### config.mk
export PLATFORM = sky130hd
export DESIGN_NAME = cn_serial
export DESIGN_NICKNAME = d
export VERILOG_FILES = /design/src/rtl/cn_serial.sv
export SDC_FILE = /design/constraint.sdc
export NUM_CORES = 1
export LEC_CHECK = 0
export CORE_UTILIZATION = 40
export DETAILED_ROUTE_END_ITERATION = 10
export GPL_ROUTABILITY_DRIVEN = 0
export HOLD_SLACK_MARGIN = 0.15
export REMOVE_ABC_BUFFERS = 1
export SYNTH_ARGS = -nofsm -noshare
export SYNTH_HDL_FRONTEND = slang
export SYNTH_SLANG_ARGS = --single-unit
### constraint.sdc
create_clock -name clk -period 3.5 [get_ports clk]
set_input_delay 0.525 -clock clk [delete_from_list [all_inputs] [get_ports clk]]
set_output_delay 0.525 -clock clk [all_outputs]
set_load 0.03 [all_outputs]
### src/rtl/cn_serial.sv
// Time-multiplexed offset-min-sum check node: accumulates min1/min2/argmin/parity
// over up to DEG serial V2C messages, then streams one C2V message per edge.
module cn_serial #(
  parameter int INT    = 8,
  parameter int FRAC   = 8,
  parameter int DEG    = 10,
  parameter int OFFSET = 0
) (
  input  logic                  clk,
  input  logic                  rst,
  input  logic                  in_valid,
  output logic                  in_ready,
  input  logic [INT+FRAC-1:0]   in_data,
  input  logic                  in_last,
  output logic                  out_valid,
  input  logic                  out_ready,
  output logic [INT+FRAC-1:0]   out_data,
  output logic                  out_last,
  output logic                  deg_err
);

  localparam int W  = INT + FRAC;
  localparam int CW = $clog2(DEG + 1);
  localparam logic [W-2:0] MAXMAG   = '1;
  localparam logic [W-1:0] MOST_NEG = {1'b1, {(W-1){1'b0}}};
  localparam logic [W-2:0] OFF      = (W-1)'(OFFSET);

  typedef enum logic {ACCUM = 1'b0, EMIT = 1'b1} state_t;

  state_t          state, state_nxt;
  logic [W-2:0]    min1, min2;
  logic [CW-1:0]   idx, cnt, ecnt;
  logic            parity;
  logic [DEG-1:0]  sgn;

  logic            acc, at_cap, fin, emit_hs;
  logic [W-2:0]    in_mag, mag_e, mag_o;
  logic [W-1:0]    mag_w;
  logic            sgn_sel, sign_o;

  assign acc     = in_valid && (state == ACCUM);
  assign at_cap  = (cnt == CW'(DEG - 1));
  assign fin     = (ecnt == cnt - CW'(1));
  assign emit_hs = (state == EMIT) && out_ready;

  // Most-negative input has no positive twin; it saturates to MAXMAG.
  always_comb begin
    if (in_data == MOST_NEG)
      in_mag = MAXMAG;
    else if (in_data[W-1])
      in_mag = ~in_data[W-2:0] + (W-1)'(1);
    else
      in_mag = in_data[W-2:0];
  end

  // FSM next-state and handshake outputs
  always_comb begin
    state_nxt = state;
    in_ready  = 1'b0;
    out_valid = 1'b0;
    deg_err   = 1'b0;
    case (state)
      ACCUM: begin
        in_ready = 1'b1;
        if (acc) begin
          if (in_last || at_cap) state_nxt = EMIT;
          deg_err = !in_last && at_cap;
        end
      end
      EMIT: begin
        out_valid = 1'b1;
        if (out_ready && fin) state_nxt = ACCUM;
      end
      default: state_nxt = ACCUM;
    endcase
  end

  always_ff @(posedge clk) begin
    if (rst) state <= ACCUM;
    else     state <= state_nxt;
  end

  // Accumulator and emit counter; re-armed on reset or on the final output handshake.
  always_ff @(posedge clk) begin
    if (rst || (emit_hs && fin)) begin
      min1   <= MAXMAG;
      min2   <= MAXMAG;
      idx    <= '0;
      cnt    <= '0;
      ecnt   <= '0;
      parity <= 1'b0;
      sgn    <= '0;
    end else if (acc) begin
      // Strict compare keeps the earlier index on ties.
      if (in_mag < min1) begin
        min2 <= min1;
        min1 <= in_mag;
        idx  <= cnt;
      end else if (in_mag < min2) begin
        min2 <= in_mag;
      end
      for (int i = 0; i < DEG; i++)
        if (cnt == CW'(i)) sgn[i] <= in_data[W-1];
      parity <= parity ^ in_data[W-1];
      cnt    <= cnt + CW'(1);
    end else if (emit_hs) begin
      ecnt <= ecnt + CW'(1);
    end
  end

  // Output message for edge ecnt; purely a function of held state, so it is
  // naturally stable while out_ready is low.
  always_comb begin
    sgn_sel = 1'b0;
    for (int i = 0; i < DEG; i++)
      if (ecnt == CW'(i)) sgn_sel = sgn[i];
    mag_e  = (ecnt == idx) ? min2 : min1;
    mag_o  = (mag_e > OFF) ? (mag_e - OFF) : '0;
    mag_w  = {1'b0, mag_o};
    sign_o = parity ^ sgn_sel;
    if (state == EMIT) begin
      out_data = sign_o ? -mag_w : mag_w;
      out_last = fin;
    end else begin
      out_data = '0;
      out_last = 1'b0;
    end
  end

endmodule

After elaboration in Yosys (flattened, before gate mapping)
Cells that the tools add are included.

Shift-type cells: 0. Add/subtract/negate cells: 5. Bitwise gates (word level): 5. Equal/unequal tests: 21. Multiply operators: 0. Muxes and demuxes: 27. Magnitude comparators: 3. Reductions and logical operators: 24. Div/mod/pow operators: 0.

Operators with widths (count): two-way mux 15 bit (6); == test 4 x 3 -> 1 bit (second input constant) (8); two-way mux 16 bit (2); less-than comparator 15 bit (2); AND reduction 2 bit (13); two-way mux 1 bit (18); == test 16 bit (second input constant) (1); == test 4 x 2 -> 1 bit (second input constant) (4); == test 4 bit (second input constant) (4); negation 15 -> 16 bit (1); adder 15 x 1 -> 15 bit (second input constant) (1); > comparator 15 x 1 -> 1 bit (second input constant) (1); inverter 15 bit (1); adder 4 x 1 -> 4 bit (second input constant) (2); == test 4 x 1 -> 1 bit (second input constant) (2); == test 4 bit (2); logical NOT 4 bit (2); logical AND 1 bit (5); subtractor 4 x 1 -> 4 bit (second input constant) (1); logical OR 1 bit (2); inverter 1 bit (2); case mux 1 bit (2 select lines) (1); nonzero test 2 bit (1); XOR 1 bit (2); logical NOT 1 bit (1).

Output and inout bits: 20. Bits in writable memories: 0. Bits in latches: 0. Bits in read-only memories: 0. Memories: 0. Bits in registers: 54.

Logic depth before layout (Yosys ltp)
Gate-level depths: netlist of the first run.

Depth in word-level cells: 14. Depth in mapped cells: 14. Mapped depth without buffers: 13.

Worst setup path after synthesis of the first run
Ideal clock, no wire load.

Kind: input port to flip-flop. From: in in_data[0]. To: reg min2[11]. Buffers on the path: 1. Stages: 13. Required time: 3372 ps. Setup slack: -118 ps. Arrival: 3490 ps. Cell sequence: inv_1 -> ha_1 -> or4b_1 -> o41a_1 -> a21oi_1 -> ha_1 -> nand4_1 -> inv_1 -> a221oi_2 -> o21ai_4 -> buf_6 -> a221oi_1 -> mux2i_1.

Longest elaborated chain between the ends: 7. Elaborated cells on any way between the ends: 11. Those cells by class: add/sub (1); order compare (2); eq/ne (1); mux (4); bitwise (1); reduce/logical (2).

RTL lines: start, declared (line 13) `input logic [INT+FRAC-1:0] in_data,`; inverter 15 bit (line 51) `in_mag = ~in_data[W-2:0] + (W-1)'(1);`; adder 15 x 1 -> 15 bit (line 51); two-way mux 15 bit (line 50) `else if (in_data[W-1])`; two-way mux 15 bit * (line 48) `if (in_data == MOST_NEG)`; net in_mag[14] (line 37) `logic [W-2:0] in_mag, mag_e, mag_o;`; less-than comparator 15 bit (on tied branches) (line 95, 99); nonzero test 2 bit (no source line); AND reduction 2 bit (no source line); end signal, assigned (line 96) `min2 <= min1;`; end signal, assigned (line 100) `min2 <= in_mag;`; end, declared (line 31) `logic [W-2:0] min1, min2;`.

The timed path passes the listed nets; every way through them passes the cells marked *. The select of a mux whose other input is x is not followed. A chain may end at the register's enable or synchronous reset.

Worst setup path after layout of the first run
From: in in_data[2]. To: reg min2[10].

The elaborated chain is that of the path after synthesis.

==> results of run 1 <==
## synthesized netlist by cell type (2+ instances only)
cell / count
nand2b_1: 4
a21o_1: 4
o221ai_2: 5
o211ai_2: 2
a221oi_1: 6
clkbuf_1: 14
a21oi_1: 27
ha_1: 40
a211o_1: 3
nor3_1: 22
o21ai_0: 21
buf_2: 9
o31ai_1: 4
mux2_2: 2
o221ai_1: 5
xor2_1: 6
inv_1: 43
o21a_1: 2
buf_6: 2
nor4_1: 8
buf_4: 3
a211oi_1: 6
nand4_1: 5
o41ai_1: 2
nor3b_1: 8
o2111ai_1: 2
xnor2_1: 19
and2_1: 6
nor2_1: 63
and4_1: 2
a31oi_1: 7
nand3_1: 16
dfxtp_1: 54
a31o_2: 2
or2_2: 4
o211a_1: 2
mux2i_1: 57
and3_1: 5
or3_1: 3
nand2_1: 61
o211ai_1: 6
## sequential cells by signal, summed over array words and instances, names as in the netlist
name / count
idx: 4
parity: 1
sgn: 10
min2: 15
min1: 15
state: 1
cnt: 4
ecnt: 4
## per-stage QoR
stage,area (µm²),total power [W],utilization (%)
floorplan,4520,0.00129,-
global placement,5680,0.00162,50.0
detailed placement,5680,0.00164,50.0
CTS,6180,0.00230,54.4
global route,6630,0.00254,58.3
finish,6630,0.00241,58.3
## worst paths after layout
check | start | endpoint | slack, ns
worst max-delay path | in_data[2] | min2[10] | 0.06
worst min-delay path | sgn[5] | sgn[5] | 0.50
worst max register to register | cnt[1] | min2[14] | 0.95
worst min register to register | sgn[5] | sgn[5] | 0.50
## worst min-delay path, cell delays in order (launching register included)
cell and delay (ns):
dfxtp_1 0.33, mux2i_1 0.06, nor2_1 0.07
## power by group
| group | internal, W | switching [W] |
|---|---|---|
| combinational | 0.000499 | 0.000582 |
| sequential | 0.000666 | 0.0000650 |
| clock | 0.000344 | 0.000255 |
## layer usage
| metal | GRT usage, % | wire length, µm | vias to the layer above |
|---|---|---|---|
| li1 | - | - | 2364 |
| met1 | 30.5 | 6540 | 2346 |
| met2 | 44.2 | 7420 | 133 |
| met3 | 2.35 | 573 | 33 |
| met4 | 7.90 | 484 | 0 |
| met5 | 0 | 0 | - |
## kinds of logic after synthesis
family / Yosys count
AO/OA/AOI/OAI: 117
XOR/XNOR: 25
multiplexers: 60
adder cells (fa/ha/maj): 40
buffers and inverters: 71
flip-flops: 54
AND/OR/NAND/NOR: 218
## what timing repair did
item                                    in CTS  in global routing
buffers inserted                            21                 12
gates cloned                                 0                  1
endpoints found under the setup margin      40                 49
endpoints found under the hold margin        0                  0
pin swaps                                   21                 36
resized for setup                           67                 84
## cell type report
type	instances	area share [%]
clock buffers	5	1.89
clock inverters	3	0.736
inverters	43	2.53
multi-input cells	460	56.7
flip-flops and latches	54	16.3
well taps	143	2.70
repair buffers	152	19.1
==> results.toml, run 1 <==
[outcome]
status = "completed"

[yosys]
synthTopCellsByArea = "dfxtp_1, mux2i_1, ha_1, nor2_1, nand2_1"
synth_seq_cells = 54
synth_seq_area_share_pct = 23.2
netlist_area_um2 = 4660
yosysWarningCount = 0
synth_cells = 585
synthAdderAreaFrac_pct = 10.7
async_flop_share_pct = 0
yosys.area.top_type = "dfxtp_1"
synth_ff_type = "dfxtp_1"
synth_compound_area_share_pct = 18.9
synth_edf_count = 0
syn_area_per_cell_um2 = 7.97
synth_top_family_by_area = "simple AND/OR/NAND/NOR gates"
synth.distinct_cells = 64
synth-simple-area-share_pct = 23.0
synth_xor_area_share_pct = 4.69
synth_top_area_share_pct = 23.2
yosys-mux-area-fraction_pct = 13.0

[route]
routed_wl_um = 15000
drtPass1Iterations = 5
num_vias = 4876
drc = 0
postRouteAntennaNets = 0
drt_iter0_markers = 348
routedWlPerCell_um = 17.5
vias_per_cell = 5.67

[placement]
hpwl_um = 10700
place_ws_ns = -0.910
portBuffers = 40
placed_cells = 818

[worst_setup_path]
crit_cells = 19
critical_path.max_fanout = 4
crit_path_cell_trace = "buf_6 > or4_4 > buf_4 > o31ai_4 > xor2_1 > nand2_2 > buf_4 > buf_4 > buf_4 > buf_4 > buf_4 > buf_4 > buf_4 > buf_4 > buf_4 > buf_4 > buf_4 > mux2i_4 > o221ai_2"
path_buf_inv = 13
arrival_ns = 3.61
cpMostUsedCell = "buf_4"
r2r.worst_path.cells = 7
end_kind = "register"
critical_path_class = "in -> reg"
worstPathRequired_ns = 3.67
cp-start-kind = "input pin"
crit_family = "buffers and inverters"
crit_slowest_cell = "or4_4"
slowest_delay_ns = 0.55

[clocking]
cts_hold_buf = 0
numCtsBuffers = 5
clockBufferDepth = 2
clkTransAtPathRegs_ns = 0.08
clk_latency_ns = 0.30
cts_tree = "done"
clkSinkCount = 54
cts-root-buf = "clkbuf_16"
htreeDepth = 2

[layout]
final_cells = 860
mostFrequentLayoutCells = "buf_4, nor2_1, nand2_1"
n_fill_cell = 980
seqCellArea_um2 = 1080
nNetsFinal = 777
multi_input_area_um2 = 3760
syn2layout_area_growth_pct = 42.1
mostFrequentLayoutCell = "buf_4"
diodes = 0
drive_gt1_share_pct = 33.3

[sta]
finalSetupViolCount = 0
tns_ns = 0
rsz0062_at_grt = "yes"
timing.fmax_mhz = 290
finalWorstSetupSlack_ns = 0.0574
hold_slack_ns = 0.497
finalCritPeriodShare_pct = 98.4
slew_headroom_pct = 49.6
min_period_ns = 3.44
worst_pin_slew_ns = 0.757
skew_ns = 0.00723
maxSlewViolCount = 0
hold_viol_final = 0

[floorplan]
core_um2 = 11400
dieArea_um2 = 12100
die_w_um = 110
rows = 39
pin_count = 41
die_h_um = 110
initial_core_util_pct = 41.0

[hold_path]
holdCritPathClass = "reg -> reg"
whs_path_depth = 2

[global_routing]
antenna_found_initial = 0
grt.overflow.total = 0
grt_pass1_wl_um = 23000
grt_max_degree = 34
track_usage_pct = 24.5
grt_pass1_vias = 4616

[power_and_ir_drop]
ir_drop_uv = 273
p_leak_nw = 3.00
powerDensity_nw_per_um2 = 364

[flow_run]
cap_violations = 0
(Power assumes the default switching activity.)
==> run 2, diff against run 1 <==
DONT_BUFFER_PORTS = 1   (was not set)
==> results.toml, run 2 (same netlist as run 1, synthesis figures left out) <==
[placement]
portBuffers = 0
placed_cells = 758
hpwl_um = 10100
place_area_um2 = 5160

[layout]
diodes = 0
design_area_um2 = 5480
mostFrequentLayoutCell = "nor2_1"
mostFrequentLayoutCells = "nor2_1, nand2_1, buf_4"
nNetsFinal = 685
top_regs = "min1 x15, min2 x15, sgn x10"
syn2layout_area_growth_pct = 17.5
n_fill_cell = 1111
final_cells = 768
drive_gt1_share_pct = 18.7

[worst_setup_path]
cp-start-kind = "register"
cpMostUsedCell = "buf_4"
crit_family = "compound AO/OA/AOI/OAI gates"
end_kind = "primary output"
slowest_delay_ns = 0.39
critical_path_class = "reg -> out"
crit_slowest_cell = "a2111o_1"
path_buf_inv = 4
arrival_ns = 2.88
critical_path.max_fanout = 6
worstPathRequired_ns = 2.97
crit_path_cell_trace = "buf_6 > inv_2 > ha_4 > nand3b_1 > a221o_1 > a2111o_1 > o211ai_1 > buf_4 > nor4_1 > nor3b_1 > buf_4"

[global_routing]
grt_pass1_wl_um = 20400
track_usage_pct = 21.7
antenna_found_initial = 0
grt_max_degree = 34
grt_pass1_vias = 4036
grt.overflow.total = 0

[floorplan]
pin_count = 41
die_h_um = 110
rows = 39
initial_core_util_pct = 41.0
core_um2 = 11400
die_w_um = 110
dieArea_um2 = 12100

[power_and_ir_drop]
p_leak_nw = 2.45
ir_drop_uv = 328
finalPower_w = 0.00216
powerDensity_nw_per_um2 = 393

[sta]
min_period_ns = 3.41
skew_ns = 0.00738
finalSetupViolCount = 0
hold_viol_final = 0
tns_ns = 0
worst_pin_slew_ns = 0.681
maxSlewViolCount = 0
timing.fmax_mhz = 293
slew_headroom_pct = 54.6
finalCritPeriodShare_pct = 97.4

[route]
num_vias = 4291
vias_per_cell = 5.59
drtPass1Iterations = 6
drc = 0
routed_wl_um = 13000
postRouteAntennaNets = 0
routedWlPerCell_um = 17.0
drt_iter0_markers = 240

[clocking]
clockBufferDepth = 2
cts_tree = "done"
clkSinkCount = 54
numCtsBuffers = 5
cts-root-buf = "clkbuf_16"
htreeDepth = 2
clkTransAtPathRegs_ns = 0.08
clk_latency_ns = 0.30

[flow_run]
cap_violations = 0

[hold_path]
holdCritPathClass = "in -> reg"

[outcome]
status = "completed"
==> run 2: changes by cell type in the layout (fill, tap and decap cells not counted), sizes merged <==
cell	before	now
buf	133	60
clkdlybuf4s50	7	0
clkbuf	9	5
dlygate4sd2	4	0
dlymetal6s2s	4	0
clkinvlp	2	1
inv	43	44
==> run 2: layout make-up <==
cell class                      count  area [µm²]  area share [%]
Clock buffer                        5         125            2.28
Clock inverter                      3        48.8           0.890
Inverter                           43         161            2.95
Multi-Input combinational cell    460        3410            62.2
Sequential cell                    54        1090            19.8
Tap cell                          143         179            3.26
Timing Repair Buffer               60         470            8.58
==> run 2: power by group <==
group | switching, W | leakage [nW] | internal, W
sequential | 0.0000664 | 0.444 | 0.000665
clock | 0.000250 | 0.0819 | 0.000343
combinational | 0.000473 | 1.93 | 0.000357
==> run 2: worst paths after layout <==
path | depth (start not counted) | start | slack [ns] | endpoint
hold reg to reg | 2 | sgn[4] | 0.50 | sgn[4]
setup reg to reg | 10 | min1[4] | 0.80 | min2[0]
setup / recovery | 11 | ecnt[1] | 0.09 | out_data[7]
hold / removal | 1 | rst | 0.28 | state
==> run 2: repair_timing <==
action	CTS	global route
endpoints found under the hold margin	0	0
endpoints found under the setup margin	8	21
buffers inserted	0	1
pin swaps	0	8
gates cloned	0	1
hold buffers	0	0
resized for setup	5	28
==> run 2: routing by layer <==
layer	vias to the layer above	track usage [%]	part of all wire, %
li1	2183	-	-
met1	2004	28.4	46
met2	92	36.7	47
met3	12	3.70	5.3
met4	0	5.62	1.3
met5	-	0	0
==> run 2: worst register-to-register path, delay by kind of cell, from the launching register on <==
| family | cells | cell delay, ns |
|---|---|---|
| compound gates | 5 | 1.11 |
| fa+ha+maj | 1 | 0.30 |
| buf+inv | 3 | 0.44 |
| flops | 1 | 0.45 |
| mux | 1 | 0.32 |
==> run 2: per-stage QoR <==
stage | util, % | setup slack (ns) | hold slack [ns]
3_3_place_gp | 45.4 | -0.0631 | 0.469
5_1_grt | 48.2 | -0.0328 | 0.283
2_1_floorplan | - | -0.898 | 0.454
4_1_cts | 47.1 | 0.0412 | 0.282
3_5_place_dp | 45.4 | -0.109 | 0.486
6_report | 48.2 | 0.0906 | 0.284
==> run 3, diff against run 2 <==
CORE_MARGIN = 2   (was not set)
==> results.toml, run 3 (same netlist as run 1, synthesis figures left out) <==
[floorplan]
initial_core_util_pct = 40.9
die_w_um = 112
die_h_um = 112
core_um2 = 11400
pin_count = 41
rows = 39
dieArea_um2 = 12500

[worst_setup_path]
worstPathRequired_ns = 2.97
critical_path.max_fanout = 12
end_kind = "primary output"
cp-start-kind = "register"
critical_path_class = "reg -> out"
arrival_ns = 2.91

[layout]
drive_gt1_share_pct = 20.0
syn2layout_area_growth_pct = 19.5
nNetsFinal = 691
fin_util_pct = 48.8
top_regs = "min1 x15, min2 x15, sgn x10"
diodes = 0
mostFrequentLayoutCells = "nor2_1, buf_4, nand2_1"

[power_and_ir_drop]
pwr-share-clk_pct = 24.1
powerDensity_nw_per_um2 = 379
ir_drop_uv = 210
seq_power_share_pct = 34.8
swShare_pct = 37.8
p_int_w = 0.00131
p_switching_w = 0.000798
p_comb_share_pct = 41.1
p_leak_nw = 2.50

[route]
drtPass1Iterations = 5
drc = 0
vias_per_cell = 5.72
drt_iter0_markers = 324
routed_wl_um = 13500
routedWlPerCell_um = 17.4
num_vias = 4430
postRouteAntennaNets = 0

[sta]
slew_headroom_pct = 41.0
finalCritPeriodShare_pct = 98.1
worst_pin_slew_ns = 0.883
maxSlewViolCount = 0
skew_ns = 0.00856
rsz0062_at_grt = "yes"
finalSetupViolCount = 0
hold_slack_ns = 0.284
timing.fmax_mhz = 291
min_period_ns = 3.43
hold_viol_final = 0

[placement]
portBuffers = 0
hpwl_um = 10300

[global_routing]
grt.overflow.total = 0
antenna_found_initial = 0
grt_max_degree = 34
track_usage_pct = 20.6
grt_pass1_vias = 4238
grt_pass1_wl_um = 21300

[clocking]
clockBufferDepth = 2
cts_tree = "done"
clk_latency_ns = 0.30
cts-root-buf = "clkbuf_16"
numCtsBuffers = 5
clkTransAtPathRegs_ns = 0.08
clkSinkCount = 54
cts_hold_buf = 0
htreeDepth = 2

[hold_path]
holdCritPathClass = "in -> reg"

[flow_run]
cap_violations = 0

[outcome]
status = "completed"
-- run 3: changes by cell type in the layout (fill, tap and decap cells not counted), sizes merged --
cell,change
clkbuf,+1
inv,-1
o21a,+1
bufinv,-1
buf,+4
clkinv,+2
-- run 3: layout make-up --
type	instances	area, µm²
clock buffers	5	125
clock inverters	3	21.3
fillers	1085	5850
inverters	43	161
multi-input cells	461	3470
flip-flops and latches	54	1080
well taps	143	179
repair buffers	65	531
-- run 3: critical path, stage by stage (launching register included) --
cell and delay, ns:
dfxtp_1 0.35, buf_4 0.18, inv_1 0.12, ha_2 0.23, a21oi_1 0.05, a221o_1 0.36, a211oi_2 0.30, o211ai_1 0.14
buf_4 0.20, or3_1 0.35, a21oi_1 0.15, buf_4 0.18
-- run 3: final timing paths --
check / from / endpoint / slack [ns] / cells after the start
setup / recovery: ecnt[0] / out_data[2] / 0.07 / 11
hold / removal: rst / state / 0.28 / 1
setup reg to reg: min1[4] / min2[0] / 0.85 / 10
hold reg to reg: sgn[3] / sgn[3] / 0.51 / 2
-- run 3: through the flow --
| stage | total power (W) | TNS, ns | setup slack (ns) | area, µm² | std cells |
|---|---|---|---|---|---|
| finish | 0.00211 | 0 | 0.0672 | 5570 | 774 |
| global route | 0.00224 | -0.184 | -0.0445 | 5570 | 774 |
| CTS | 0.00206 | 0 | 0.0285 | 5340 | 769 |
| detailed placement | 0.00154 | -3.82 | -0.150 | 5190 | 761 |
| global placement | 0.00153 | -2.73 | -0.121 | 5190 | 761 |
| floorplan | 0.00129 | -29.37 | -0.898 | 4520 | 557 |
-- run 3: power by group through the flow --
stage / combinational, W / clock, W / sequential (W)
3_3_place_gp: 0.000783 / 0 / 0.000744
6_report: 0.000868 / 0.000509 / 0.000735
3_5_place_dp: 0.000798 / 0 / 0.000746
4_1_cts: 0.000805 / 0.000518 / 0.000732
2_1_floorplan: 0.000562 / 0 / 0.000725
5_1_grt: 0.000945 / 0.000551 / 0.000743
-- run 3: routing by layer --
| metal | vias to the layer above | global-route usage (%) | share of wire [%] |
|---|---|---|---|
| li1 | 2189 | - | - |
| met1 | 2097 | 26.6 | 44 |
| met2 | 118 | 35.2 | 49 |
| met3 | 26 | 3.21 | 5.0 |
| met4 | 0 | 7.15 | 2.5 |
| met5 | - | 0 | 0 |
-- run 3: timing repair --
action | CTS | global route
endpoints found under the setup margin | 4 | 46
buffers inserted | 0 | 3
gates cloned | 0 | 2
resized for setup | 3 | 32
pin swaps | 0 | 4
